$ cat config.mk
export PLATFORM = sky130hd
export DESIGN_NAME = apb_reg_slave_flat
export DESIGN_NICKNAME = d
export VERILOG_FILES = /design/src/rtl/apb_reg_slave_if.sv /design/src/rtl/apb_reg_slave.sv /design/src/flat_wrapper.sv
export SDC_FILE = /design/constraint.sdc
export NUM_CORES = 1
export LEC_CHECK = 0
export ABC_AREA = 1
export BUFFER_PORTS_ARGS = -buffer_cell sky130_fd_sc_hd__buf_2
export CORE_ASPECT_RATIO = 1.5
export CORE_MARGIN = 1
export CORE_UTILIZATION = 30
export DETAILED_ROUTE_END_ITERATION = 10
export GPL_ROUTABILITY_DRIVEN = 0
export GPL_TIMING_DRIVEN = 0
export PLACE_DENSITY = 0.47
export SLEW_MARGIN = 20
export SYNTH_ARGS = -nofsm -noshare
export SYNTH_HDL_FRONTEND = slang
export SYNTH_SLANG_ARGS = --single-unit
$ cat constraint.sdc
create_clock -name clk -period 32.4 [get_ports clk]
set_input_delay 1.62 -clock clk [delete_from_list [all_inputs] [get_ports clk]]
set_output_delay 1.62 -clock clk [all_outputs]
set_load 0.005 [all_outputs]
$ cat src/rtl/apb_reg_slave_if.sv
// ---------------------------------------------------------------------------
// apb_reg_slave_if
//   APB bus bundle between one interconnect port and one register completer.
//
//   Parameters : ADDR_W  - paddr width
//                DATA_W  - pwdata/prdata width
//   Signals    : psel, penable, pwrite, paddr, pwdata  (requester -> completer)
//                pready, prdata, pslverr               (completer -> requester)
//   Modports   : master - drives the request side, observes the response
//                slave  - observes the request side, drives the response
// ---------------------------------------------------------------------------
interface apb_reg_slave_if #(
  parameter int ADDR_W = 12,
  parameter int DATA_W = 32
);
  logic              psel;
  logic              penable;
  logic              pwrite;
  logic [ADDR_W-1:0] paddr;
  logic [DATA_W-1:0] pwdata;
  logic              pready;
  logic [DATA_W-1:0] prdata;
  logic              pslverr;

  modport master (
    output psel, penable, pwrite, paddr, pwdata,
    input  pready, prdata, pslverr
  );

  modport slave (
    input  psel, penable, pwrite, paddr, pwdata,
    output pready, prdata, pslverr
  );
endinterface

$ cat src/rtl/apb_reg_slave.sv
// ---------------------------------------------------------------------------
// apb_reg_slave
//   APB completer holding NUM_REGS 32-bit registers. Registers 0..NUM_REGS-2
//   are read/write (reset 0); register NUM_REGS-1 is a read-only ID register.
//   Bad offsets and writes to the ID register complete with pslverr=1.
//
//   Ports : clk  - clock, all state on the rising edge
//           rst  - asynchronous, active-high reset
//           bus  - apb_reg_slave_if.slave (psel, penable, pwrite, paddr,
//                  pwdata in; pready, prdata, pslverr out)
//
//   Optional feature macro: APB_SLV_WAIT_EN
//     defined   - WAIT_CYCLES wait states are inserted in every transfer
//     undefined - zero-wait; pready in the first ACCESS cycle, no counter
// ---------------------------------------------------------------------------
module apb_reg_slave #(
  parameter int ADDR_W      = 12,
  parameter int DATA_W      = 32,
  parameter int OFFSET_W    = 8,
  parameter int NUM_REGS    = 16,
  parameter int WAIT_CYCLES = 2
) (
  input  logic               clk,
  input  logic               rst,
  apb_reg_slave_if.slave     bus
);

  localparam int IDX_W = OFFSET_W - 2;
  localparam logic [DATA_W-1:0] ID_VAL = DATA_W'(32'hA5B0_0000 | 32'(NUM_REGS));

  typedef enum logic {
    IDLE   = 1'b0,
    ACCESS = 1'b1
  } state_t;

  state_t            state, state_nxt;
  logic              wr_q;
  logic [IDX_W-1:0]  idx_q;
  logic [DATA_W-1:0] wdata_q;
  logic [DATA_W-1:0] regs [NUM_REGS-1];

  logic              setup;
  logic              ready;
  logic              commit;
  logic              bad_idx;
  logic              ro_wr;
  logic              err;
  logic [31:0]       idx_ext;
  logic [DATA_W-1:0] rd_val;

  // Byte-lane bits and the bits already decoded by the interconnect are
  // intentionally not looked at.
  logic unused_paddr_bits;
  assign unused_paddr_bits = ^{bus.paddr[ADDR_W-1:OFFSET_W], bus.paddr[1:0]};

  // A setup phase is only recognised from IDLE; psel+penable seen in IDLE
  // without a preceding setup is ignored.
  assign setup = (state == IDLE) && bus.psel && !bus.penable;

`ifdef APB_SLV_WAIT_EN
  localparam int CNT_W = (WAIT_CYCLES > 0) ? $clog2(WAIT_CYCLES + 1) : 1;
  logic [CNT_W-1:0] cnt;

  // NOTE: sequential state uses non-blocking assignments so every flop
  // samples the pre-edge values, independent of block ordering.
  always_ff @(posedge clk or posedge rst) begin
    if (rst) begin
      cnt <= '0;
    end else if (setup) begin
      cnt <= CNT_W'(WAIT_CYCLES);
    end else if (state == ACCESS && cnt != '0) begin
      cnt <= cnt - 1'b1;
    end
  end

  assign ready = (state == ACCESS) && (cnt == '0);
`else
  localparam int unused_wait_cycles = WAIT_CYCLES;
  assign ready = (state == ACCESS);
`endif

  // Decode of the latched index; everything below depends only on state,
  // cnt and latched values, so the outputs never follow bus activity
  // during ACCESS.
  assign idx_ext = 32'(idx_q);
  assign bad_idx = idx_ext >= 32'(NUM_REGS);
  assign ro_wr   = wr_q && (idx_ext == 32'(NUM_REGS - 1));
  assign err     = bad_idx || ro_wr;
  assign commit  = ready && bus.psel && bus.penable;

  // --------------------------------------------------------------------------
  // FSM: state register + next-state logic
  // --------------------------------------------------------------------------
  always_ff @(posedge clk or posedge rst) begin
    if (rst) begin
      state <= IDLE;
    end else begin
      state <= state_nxt;
    end
  end

  // NOTE: every variable written here gets a default first, so no path can
  // leave it unassigned and infer a latch.
  always_comb begin
    state_nxt = state;
    case (state)
      IDLE: begin
        if (setup) state_nxt = ACCESS;
      end
      ACCESS: begin
        // Dropping psel before completion aborts the transfer silently.
        if (!bus.psel)  state_nxt = IDLE;
        else if (commit) state_nxt = IDLE;
      end
      default: state_nxt = IDLE;
    endcase
  end

  // --------------------------------------------------------------------------
  // Setup-phase capture of direction, index and write data
  // --------------------------------------------------------------------------
  always_ff @(posedge clk or posedge rst) begin
    if (rst) begin
      wr_q    <= 1'b0;
      idx_q   <= '0;
      wdata_q <= '0;
    end else if (setup) begin
      wr_q    <= bus.pwrite;
      idx_q   <= bus.paddr[OFFSET_W-1:2];
      wdata_q <= bus.pwdata;
    end
  end

  // --------------------------------------------------------------------------
  // Register bank
  // --------------------------------------------------------------------------
  // NOTE: this bank is architecturally visible and must read 0 after reset,
  // so it is built from resettable flops rather than an unreset RAM.
  always_ff @(posedge clk or posedge rst) begin
    if (rst) begin
      for (int i = 0; i < NUM_REGS - 1; i++) regs[i] <= '0;
    end else if (commit && wr_q && !err) begin
      for (int i = 0; i < NUM_REGS - 1; i++) begin
        if (idx_ext == 32'(i)) regs[i] <= wdata_q;
      end
    end
  end

  always_comb begin
    rd_val = '0;
    if (idx_ext == 32'(NUM_REGS - 1)) rd_val = ID_VAL;
    for (int i = 0; i < NUM_REGS - 1; i++) begin
      if (idx_ext == 32'(i)) rd_val = regs[i];
    end
  end

  // --------------------------------------------------------------------------
  // Response
  // --------------------------------------------------------------------------
  assign bus.pready  = ready;
  assign bus.pslverr = ready && err;
  assign bus.prdata  = (ready && !wr_q && !err) ? rd_val : '0;

endmodule

$ cat src/flat_wrapper.sv
// flat-port wrapper written by rule: the top's interface ports become plain ports
module apb_reg_slave_flat 
#(
  parameter int ADDR_W      = 12,
  parameter int DATA_W      = 32,
  parameter int OFFSET_W    = 8,
  parameter int NUM_REGS    = 16,
  parameter int WAIT_CYCLES = 2
)
  (clk, rst, bus_psel, bus_penable, bus_pwrite, bus_paddr, bus_pwdata, bus_pready, bus_prdata, bus_pslverr);
  apb_reg_slave_if #(.ADDR_W(ADDR_W), .DATA_W(DATA_W)) bus_i ();
  input  logic clk;
  input  logic rst;
  input wire logic [$bits(bus_i.psel)-1:0] bus_psel;
  input wire logic [$bits(bus_i.penable)-1:0] bus_penable;
  input wire logic [$bits(bus_i.pwrite)-1:0] bus_pwrite;
  input wire logic [$bits(bus_i.paddr)-1:0] bus_paddr;
  input wire logic [$bits(bus_i.pwdata)-1:0] bus_pwdata;
  output wire logic [$bits(bus_i.pready)-1:0] bus_pready;
  output wire logic [$bits(bus_i.prdata)-1:0] bus_prdata;
  output wire logic [$bits(bus_i.pslverr)-1:0] bus_pslverr;
  assign bus_i.psel = bus_psel;
  assign bus_i.penable = bus_penable;
  assign bus_i.pwrite = bus_pwrite;
  assign bus_i.paddr = bus_paddr;
  assign bus_i.pwdata = bus_pwdata;
  assign bus_pready = bus_i.pready;
  assign bus_prdata = bus_i.prdata;
  assign bus_pslverr = bus_i.pslverr;
  apb_reg_slave #(.ADDR_W(ADDR_W), .DATA_W(DATA_W), .OFFSET_W(OFFSET_W), .NUM_REGS(NUM_REGS), .WAIT_CYCLES(WAIT_CYCLES)) u_core (.clk(clk), .rst(rst), .bus(bus_i));
endmodule
# Yosys cells after proc, flatten, opt, wreduce, memory -nomap -nowiden
# Index checks and enable logic that the tools add are counted.
# word_totals
elab_cells	87
ff_bits	520
output_inout_bits	34
in_bits	49
# op_classes
eq_ne	15
magnitude_cmp	1
n_reduce_logical	30
bitwise	1
muxes	21
# ops
operator	n
two-way mux 32 bit	17
equality test 6 x 4 -> 1 bit, second input constant	8
logical NOT 32 bit	1
AND reduction 2 bit	15
equality test 6 x 3 -> 1 bit, second input constant	4
equality test 6 x 2 -> 1 bit, second input constant	2
logical AND 1 bit	10
equality test 6 x 1 -> 1 bit, second input constant	1
>= comparator 6 x 5 -> 1 bit, second input constant	1
logical NOT 1 bit	3
two-way mux 1 bit	3
case mux 1 bit (2 select lines)	1
logical OR 1 bit	1
inverter 1 bit	1

# Depth between registers and ports, before layout
# Gate-level depths: netlist of the first run.
# logic_depth
ltp_word	18
mapped_depth	15
mapped_depth_nobuf	14

# Worst setup path after synthesis of the first run
# Ideal clock, no wire load.
# synth_timing
kind	register to output
startpoint	register u_core.idx_q[5]
endpoint	output port bus_prdata[12]
t_arrival_ns	1.712
setup_slack_ns	29.068
path_buffers	2
stages_incl_launch_ff	12
t_required_ns	30.780
path_cell_list	dfrtp_1 -> nor2_4 -> buf_4 -> nand2_2 -> nor2_4 -> clkbuf_1 -> nand2_1 -> nand4_1 -> nor2_1 -> nand2_1 -> nand2_1 -> a21oi_1
# synth_between
elab_chain_cells	17
elab_cells_between_ends	37
classes_between	1 x order compare; 15 x eq/ne; 16 x mux; 5 x reduce/logical
# synth_rtl
item	line	text
start, declared	apb_reg_slave.sv:38	logic [IDX_W-1:0] idx_q;
start signal, assigned	apb_reg_slave.sv:129	idx_q <= bus.paddr[OFFSET_W-1:2];
logical NOT 32 bit	apb_reg_slave.sv:153	if (idx_ext == 32'(i)) rd_val = regs[i];
two-way mux 32 bit (15 in series)	apb_reg_slave.sv:153	
two-way mux 32 bit *	apb_reg_slave.sv:162	assign bus.prdata = (ready && !wr_q && !err) ? rd_val : '0;
end, declared	flat_wrapper.sv:20	output wire logic [$bits(bus_i.prdata)-1:0] bus_prdata;
# Mark *: on every way between the ends. The rest lies on a longest branch, timed or not.

# Final worst setup path of the first run
# Ends and elaborated chain as after synthesis.

==> impl_metrics.env, run 1 <==
export IMPL_cts_resized_gates=0
export IMPL_syn_inst=2796
export IMPL_syn_avg_cell_area_sq_um=8.20
export IMPL_power_leakage_nw=12.3
export IMPL_final_cell_area_sq_um=26400
export IMPL_num_vias=19500
export IMPL_whs_ps=480
export IMPL_dieArea_sq_um=77600
export IMPL_drive_above_1_share_pct=9.86
export IMPL_async_reset_ff_share_pct=100
export IMPL_via_per_inst=4.90
export IMPL_drv_cap=0
export IMPL_tns_ps=0
export IMPL_wl_mm=83.8
export IMPL_crit_path_cell_trace="nor2_4 > buf_4 > nand3_1 > inv_2 > clkbuf_1 > nand2_1 > nand4_1 > nor2_1 > nand2_1 > nand2_1 > a21oi_1 > buf_2"
export IMPL_outcome="finished clean"
export IMPL_insertion_delay_ps=630
export IMPL_synth_nets=2845
export IMPL_clock_sinks=520
export IMPL_cts_buffers=52
export IMPL_hold_viol=0
export IMPL_wl_per_cell_um=21.1
export IMPL_yosys_warnings=0
export IMPL_vdd_drop_max_mv=0.0405
export IMPL_path_class="register to output port"
export IMPL_dp_slack_ps=27590
export IMPL_min_period_ps=5420
export IMPL_placed_cell_area_sq_um=24700
export IMPL_grt_pass1_wl_mm=125
export IMPL_fin_ws_ps=26980
export IMPL_root_buffer="clkbuf_16"
export IMPL_cp_required_ps=30780
export IMPL_crit_path_end_kind="output port"
export IMPL_power_per_cell_area_nw_per_um2=52.5
export IMPL_fin_skew_ps=14.2
export IMPL_synth_area_sq_um=22900
export IMPL_slew_violations=0
export IMPL_crit_buf_inv=4
export IMPL_hold_class="register to register"
export IMPL_path_common_cell="nand2_1"
export IMPL_synth_area_leader_cell="dfrtp_1"
export IMPL_slowest_delay_ps=540
export IMPL_yosysMostFrequentCell="nand2_1"
export IMPL_cts_hold_buf=0
export IMPL_synth_ff_type="dfrtp_1"
export IMPL_cts_buffer_depth=3
export IMPL_post_cts_setup_buffer_count=0
export IMPL_chipHeight_um=341
export IMPL_die_w_um=228
export IMPL_antenna_cells=0
export IMPL_synth_top_area_share_pct=56.8
export IMPL_grt_pass1_vias=19200
export IMPL_areaGrowthSynthToFinish_pct=15.4
export IMPL_cpMaxStageDelayCell="clkbuf_1"
export IMPL_yosys_top_cells_area="dfrtp_1 57%, nand2_1 16%, o21ai_1 7.7%"
export IMPL_clk_pin_slew_worst_paths_ps=60
export IMPL_critical_path_arrival_ps=3800
export IMPL_synth_edf_count=0
export IMPL_detail_route_first_pass_iterations=5
export IMPL_worst_slew_pin_transition_ps=989
export IMPL_hpwlAfterDp_mm=64.3
export IMPL_rsz0062_at_grt="no"
export IMPL_portBuffers=76
export IMPL_start_kind="register"
export IMPL_finalNetCount=2982
export IMPL_drc=0
export IMPL_grt_max_degree=107
export IMPL_setup_viol=0
export IMPL_path_delay_family="buffers and inverters"
export IMPL_ys_seq_elements=520
export IMPL_overflow=0
export IMPL_synth_cell_types=28
export IMPL_boundaryPins=83
export IMPL_fmax_mhz=184
export IMPL_antenna_left=0
export IMPL_rows=123
export IMPL_cp_max_fo=10
export IMPL_cts_tree="built"
export IMPL_final_util_pct=35.1
export IMPL_fin_crit_sh_pct=16.7
export IMPL_start_util_pct=30.5
export IMPL_ys_seq_area_share_pct=56.8
export IMPL_synth_common_cells="961 x nand2_1, 520 x dfrtp_1, 354 x o21ai_1, 174 x inv_1, 167 x o21ai_0"
export IMPL_core_sq_um=75300
export IMPL_slew_headroom_pct=34.1
export IMPL_h_tree_depth=2
export IMPL_grtUsageTotal_pct=21.7
export IMPL_antenna_found_initial=0
export IMPL_drtIter0Drc=1527
-- cells in the final DEF (no fill, tap or decap), drive strengths merged --
cell,instances
nand3b,3
dfrtp,520
bufinv,2
and2,1
nor2,150
mux2,1
clkbuf,186
nand4,72
a21oi,83
clkinv,8
or2,51
nand3,31
a31oi,1
o21ai,521
o21bai,7
nor3,4
inv,193
nand2,977
buf,160
clkinvlp,1
-- per-layer routing --
metal  vias up  track usage, %  share of wire, %
met2       578            39.5                52
met3       140            2.40               4.1
met5         -               0                 0
met1      9551            25.6                40
li1       9211               -                 -
met4         0            9.53               4.5
-- final cells by class --
class                   count  area [sq um]
clock buffers              80          1580
inverters                 191           724
repair buffers             83           553
multi-input cells        1902          8440
clock inverters            13           125
well taps                1000          1250
fillers                  7878         48800
flip-flops and latches    520         13000
plain buffers             183           766
-- power by group --
group	switching, W	internal, W	total (W)
sequential	0.00000453	0.000658	0.000663
combinational	0.0000875	0.0000165	0.000104
clock	0.000271	0.000350	0.000621
-- through the flow --
| stage | std cells | total power [W] |
|---|---|---|
| 2_1_floorplan | 2796 | 0.000727 |
| 3_3_place_gp | 3872 | 0.000776 |
| 3_5_place_dp | 3879 | 0.000779 |
| 4_1_cts | 3972 | 0.00140 |
| 5_1_grt | 3972 | 0.00143 |
| 6_report | 3972 | 0.00139 |
-- logic make-up (layout without fill, tap and decap cells) --
| group | count (synthesis) | in the layout | synth area share [%] |
|---|---|---|---|
| AO/OA/AOI/OAI | 612 | 612 | 13.4 |
| multiplexers | 1 | 1 | 0.0491 |
| flip-flops | 520 | 520 | 56.8 |
| buffers and inverters | 374 | 550 | 6.47 |
| AND/OR/NAND/NOR | 1289 | 1289 | 23.3 |
-- registers in the layout, summed over array words and instances, names as in the netlist --
register / flops
u_core.idx_q: 6
u_core.bus.pready: 1
u_core.wdata_q: 32
u_core.wr_q: 1
u_core.regs: 480
-- worst min-delay path, stage by stage (launching register included) --
cell     delay [ps]
dfrtp_1         340
nand2_1          50
o21ai_1          60
-- worst paths after layout --
check	from	endpoint	slack, ps	depth (start not counted)
setup / recovery	u_core.idx_q[5]$_DFFE_PP0P_	bus_prdata[12]	26980	12
hold / removal	u_core.regs[213]$_DFFE_PP0P_	u_core.regs[213]$_DFFE_PP0P_	480	2
setup reg to reg	u_core.idx_q[3]$_DFFE_PP0P_	u_core.regs[398]$_DFFE_PP0P_	29650	8
hold reg to reg	u_core.regs[213]$_DFFE_PP0P_	u_core.regs[213]$_DFFE_PP0P_	480	2
max in group asynchronous	rst	u_core.regs[436]$_DFFE_PP0P_	29200	6
min in group asynchronous	rst	u_core.regs[448]$_DFFE_PP0P_	1030	2
Note: power is estimated with default switching activity, not from simulation.
==> run 2, diff against run 1 <==
==> constraint.sdc (replaced) <==
create_clock -name clk -period 5.5 [get_ports clk]
set_input_delay 0.275 -clock clk [delete_from_list [all_inputs] [get_ports clk]]
set_output_delay 0.275 -clock clk [all_outputs]
set_load 0.005 [all_outputs]
==> run 2 against run 1 <==
Net effect:
- worst setup slack got worse by 25000 ps
- clock skew rose by 0.93 ps
- power rose to 6.0 times the previous value
- worst hold slack got worse by 210 ps
- cell count rose by 1.5%
- sequential cell count did not move
- first-iteration DRC count fell by 3.3%
- non-clock buffer count rose by 55
==> impl_metrics.env, run 2 (synthesis gave the netlist of run 1 again) <==
export IMPL_worst_slew_pin_transition_ps=981
export IMPL_cts_buffer_depth=3
export IMPL_boundaryPins=83
export IMPL_rsz0062_at_grt="no"
export IMPL_vdd_drop_max_mv=0.226
export IMPL_die_w_um=228
export IMPL_cp_startpoint="u_core.idx_q[5]$_DFFE_PP0P_"
export IMPL_combPwrFrac_pct=7.5
export IMPL_nFillCells=7847
export IMPL_portBuffers=76
export IMPL_drv_cap=0
export IMPL_layout_commonest_cell="nand2_1"
export IMPL_wl_mm=81.2
export IMPL_cp_required_ps=5220
export IMPL_overflow=0
export IMPL_multiInputGateArea_sq_um=8440
export IMPL_cp_max_fo=10
export IMPL_most_common_layout_cells="961 x nand2_1, 520 x dfrtp_1, 354 x o21ai_1, 173 x inv_1, 167 x o21ai_0"
export IMPL_drtIter0Drc=1477
export IMPL_post_cts_setup_buffer_count=0
export IMPL_areaGrowthSynthToFinish_pct=18.6
export IMPL_slew_headroom_pct=34.6
export IMPL_grt_max_degree=36
export IMPL_clk_pin_slew_worst_paths_ps=60
export IMPL_antenna_left=0
export IMPL_core_sq_um=75300
export IMPL_slew_violations=0
export IMPL_dp_slack_ps=2140
export IMPL_p_switching_w=0.00211
export IMPL_clock_sinks=520
export IMPL_antenna_found_initial=0
export IMPL_dieArea_sq_um=77600
export IMPL_cts_tree="built"
export IMPL_antenna_cells=0
export IMPL_r2r_start="u_core.idx_q[3]$_DFFE_PP0P_"
export IMPL_seqPwrFrac_pct=47.3
export IMPL_p_clk_share_pct=45.2
export IMPL_critical_path_arrival_ps=3640
export IMPL_detail_route_first_pass_iterations=5
export IMPL_h_tree_depth=2
export IMPL_chipHeight_um=341
export IMPL_fin_crit_sh_pct=71.2
export IMPL_outcome="finished clean"
export IMPL_p_int_w=0.00615
export IMPL_power_leakage_nw=12.6
export IMPL_min_period_ps=3910
export IMPL_wl_per_cell_um=20.1
export IMPL_via_per_inst=4.78
export IMPL_top_register="u_core.regs"
export IMPL_drc=0
export IMPL_final_cell_area_sq_um=27200
export IMPL_grt_pass1_wl_mm=123
export IMPL_drive_above_1_share_pct=10.3
export IMPL_final_seq_area_sq_um=13000
export IMPL_start_kind="register"
export IMPL_dp_cells=3892
export IMPL_finalNonFillerCells=4031
export IMPL_hpwlAfterDp_mm=64.0
export IMPL_hold_class="input pin to asynchronous set/reset pin"
export IMPL_num_vias=19300
export IMPL_crit_path_end_kind="output port"
export IMPL_path_class="register to output port"
export IMPL_rows=123
export IMPL_cts_buffers=52
export IMPL_largest_register_ffs=480
export IMPL_fin_ws_ps=1590
export IMPL_fin_skew_ps=15.2
export IMPL_largest_registers="u_core.regs: 480 flops, u_core.wdata_q: 32 flops, u_core.idx_q: 6 flops"
export IMPL_fmax_mhz=255
export IMPL_start_util_pct=30.5
export IMPL_root_buffer="clkbuf_16"
export IMPL_power_per_cell_area_nw_per_um2=304
export IMPL_insertion_delay_ps=630
export IMPL_finalNetCount=3037
export IMPL_grtUsageTotal_pct=21.1
export IMPL_final_util_pct=36.1
export IMPL_placed_cell_area_sq_um=25000
export IMPL_whs_ps=270
export IMPL_hold_viol=0
export IMPL_grt_pass1_vias=19300
export IMPL_p_sw_share_pct=25.6
export IMPL_setup_viol=0
## run 2: worst max-delay path: stages (launching register included)
cell and delay (ps):
dfrtp_1 410, nor2_4 180, buf_4 230, nand3_1 450
inv_2 300, clkbuf_1 570, nand2_1 100, nand3_1 120
nand2_1 90, nand3b_1 110, nand2_1 60, a21oi_1 230
buf_2 170
## run 2: final timing paths
path,to,slack (ps),depth (start not counted)
setup / recovery,bus_prdata[17],1590,12
hold / removal,u_core.regs[404]$_DFFE_PP0P_,270,3
setup reg to reg,u_core.regs[413]$_DFFE_PP0P_,2680,7
hold reg to reg,u_core.regs[341]$_DFFE_PP0P_,480,2
max in group asynchronous,u_core.regs[101]$_DFFE_PP0P_,3590,9
min in group clk,u_core.wr_q$_DFFE_PP0P_,450,3
## run 2: power groups by stage
stage                     clock (W)  sequential [W]  combinational, W
final                       0.00373         0.00390          0.000622
after global routing        0.00394         0.00391          0.000687
after CTS                   0.00382         0.00390          0.000631
after detailed placement          0         0.00397          0.000606
after global placement            0         0.00398          0.000560
after floorplan                   0         0.00397          0.000309
## run 2: final cells by class
type,instances,area share (%)
inverters,191,2.65
clock buffers,82,6.01
multi-input cells,1902,31.0
flip-flops and latches,520,47.9
repair buffers,138,4.51
clock inverters,15,0.534
well taps,1000,4.60
plain buffers,183,2.82
## run 2: per-layer routing
metal  up-vias  routed length [um]  global-route usage, %
met2       530               43100                   39.5
met4         0                3230                   8.56
met1      9301               31500                   24.3
met5         -                   0                      0
li1       9327                   -                      -
met3       124                3340                   2.53
## run 2: metrics by stage
stage,total power (W),TNS [ps]
6_report,0.00826,0
2_1_floorplan,0.00428,-956400
4_1_cts,0.00835,0
3_3_place_gp,0.00454,-2556650
5_1_grt,0.00854,0
3_5_place_dp,0.00458,0
## run 2: repair_timing
item / CTS / global route
hold buffers: 42 / 0
endpoints found under the hold margin: 56 / 0
gates resized for setup: 0 / 0
==> run 3, diff against run 2 <==
==> constraint.sdc (replaced) <==
create_clock -name clk -period 4.1 [get_ports clk]
set_input_delay 0.205 -clock clk [delete_from_list [all_inputs] [get_ports clk]]
set_output_delay 0.205 -clock clk [all_outputs]
set_load 0.005 [all_outputs]
==> run 3 against run 2 <==
Net effect:
- first-iteration DRC count unchanged
- sequential power increased by 34%
- clock skew did not move
- worst setup slack worse by 1300 ps
- clock power increased by 34%
- register-to-register slack worse by 1400 ps
- via count unchanged
- sequential cell count unchanged
- largest cell class unchanged
==> impl_metrics.env, run 3 (synthesis gave the netlist of run 1 again) <==
export IMPL_worst_slew_pin_transition_ps=981
export IMPL_min_period_ps=3850
export IMPL_die_w_um=228
export IMPL_clk_pin_slew_worst_paths_ps=60
export IMPL_fin_skew_ps=15.2
export IMPL_hpwlAfterDp_mm=64.0
export IMPL_detail_route_first_pass_iterations=5
export IMPL_drive_above_1_share_pct=10.3
export IMPL_cts_tree="built"
export IMPL_grt_pass1_vias=19300
export IMPL_clock_sinks=520
export IMPL_cpMaxStageDelayCell="buf_1"
export IMPL_cts_buffer_depth=3
export IMPL_final_util_pct=36.1
export IMPL_nFillCells=7847
export IMPL_setup_viol=0
export IMPL_layout_commonest_cell="nand2_1"
export IMPL_antenna_found_initial=0
export IMPL_hold_class="input pin to asynchronous set/reset pin"
export IMPL_crit_path_cell_trace="nor2_4 > buf_4 > nand3_1 > inv_2 > buf_1 > nand2_1 > nand3_1 > nand2_1 > nand3b_1 > nand2_1 > a21oi_1 > buf_2"
export IMPL_slowest_delay_ps=570
export IMPL_insertion_delay_ps=630
export IMPL_path_class="register to output port"
export IMPL_grtUsageTotal_pct=21.1
export IMPL_overflow=0
export IMPL_core_sq_um=75300
export IMPL_drc=0
export IMPL_critical_path_arrival_ps=3640
export IMPL_start_kind="register"
export IMPL_dp_cells=3892
export IMPL_r2r_start="u_core.idx_q[3]$_DFFE_PP0P_"
export IMPL_finalNonFillerCells=4031
export IMPL_cp_max_fo=10
export IMPL_cp_required_ps=3890
export IMPL_path_common_cell="nand2_1"
export IMPL_fin_crit_sh_pct=93.8
export IMPL_worstRegToRegCells=7
export IMPL_slew_headroom_pct=34.6
export IMPL_rsz0062_at_grt="no"
export IMPL_grt_max_degree=36
export IMPL_placed_cell_area_sq_um=25000
export IMPL_largest_register_ffs=480
export IMPL_cp_startpoint="u_core.idx_q[5]$_DFFE_PP0P_"
export IMPL_drv_cap=0
export IMPL_areaGrowthSynthToFinish_pct=18.6
export IMPL_path_depth=12
export IMPL_final_cell_area_sq_um=27200
export IMPL_num_vias=19300
export IMPL_power_per_cell_area_nw_per_um2=407
export IMPL_wl_per_cell_um=20.1
export IMPL_top_register="u_core.regs"
export IMPL_hold_viol=0
export IMPL_via_per_inst=4.78
export IMPL_root_buffer="clkbuf_16"
export IMPL_rows=123
export IMPL_largest_registers="u_core.regs: 480 flops, u_core.wdata_q: 32 flops, u_core.idx_q: 6 flops"
export IMPL_slew_violations=0
export IMPL_finalNetCount=3037
export IMPL_wl_mm=81.2
export IMPL_grt_pass1_wl_mm=123
export IMPL_rr_endpoint="u_core.regs[413]$_DFFE_PP0P_"
export IMPL_antenna_cells=0
export IMPL_antenna_left=0
export IMPL_cts_buffers=52
export IMPL_drtIter0Drc=1477
export IMPL_power_leakage_nw=12.6
export IMPL_outcome="finished clean"
export IMPL_portBuffers=76
export IMPL_boundaryPins=83
export IMPL_reg2reg_setup_slack_ps=1280
export IMPL_post_cts_setup_buffer_count=0
export IMPL_endpoint="bus_prdata[17]"
export IMPL_most_common_layout_cells="961 x nand2_1, 520 x dfrtp_1, 354 x o21ai_1, 173 x inv_1, 167 x o21ai_0"
export IMPL_start_util_pct=30.5
export IMPL_dieArea_sq_um=77600
export IMPL_crit_path_end_kind="output port"
export IMPL_vdd_drop_max_mv=0.303
export IMPL_crit_buf_inv=4
export IMPL_fmax_mhz=260
export IMPL_h_tree_depth=2
export IMPL_chipHeight_um=341
export IMPL_path_delay_family="buffers and inverters"
[run 3: changes by cell type in the layout (fill, tap and decap cells not counted), sizes merged]
cell    previous run  this run
clkbuf           188       187
buf              173       174
[run 3: worst min-delay path, delay by kind of cell]
kind / cells / cell delay (ps)
buf+inv: 3 / 1050
[run 3: cell type report]
cell class              count  area [sq um]  share of cell area [%]
repair buffers            138          1230                    4.51
well taps                1000          1250                    4.60
clock buffers              82          1640                    6.01
inverters                 191           721                    2.65
flip-flops and latches    520         13000                    47.9
multi-input cells        1902          8440                    31.0
clock inverters            15           145                   0.534
plain buffers             183           766                    2.82
[run 3: worst min-delay path by stage]
stage	endpoint	slack [ps]	depth (start not counted)
global route	u_core.regs[404]$_DFFE_PP0P_	240	3
CTS	u_core.regs[410]$_DFFE_PP0P_	180	3
global placement	u_core.bus.pready$_DFF_PP0_	370	2
detailed placement	u_core.regs[404]$_DFFE_PP0P_	280	2
floorplan	u_core.bus.pready$_DFF_PP0_	270	1
finish	u_core.regs[404]$_DFFE_PP0P_	200	3
[run 3: what timing repair did]
item,CTS,global route
hold buffers,42,0
gates resized for setup,0,1
setup endpoints to repair,0,1
hold endpoints to repair,120,0
[run 3: report_power, final]
part,switching [W],internal [W],total [W]
combinational,0.000654,0.000181,0.000834
clock,0.00215,0.00286,0.00501
sequential,0.0000349,0.00520,0.00524
[run 3: per-layer routing]
metal  share of wire [%]  wire [um]  GRT usage [%]
met4                 4.0       3230           8.56
met5                   0          0              0
met1                  39      31500           24.3
met3                 4.1       3340           2.53
met2                  53      43100           39.5
[run 3: metrics by stage]
step / setup WS, ps / hold slack [ps] / setup TNS, ps / total power [W]
final: 254 / 200 / 0 / 0.0111
after global routing: 0.434 / 243 / 0 / 0.0115
after CTS: 137 / 180 / 0 / 0.0112
after detailed placement: 813 / 285 / 0 / 0.00614
after global placement: -6380 / 374 / -3248250 / 0.00609
after floorplan: -3170 / 271 / -1648000 / 0.00575
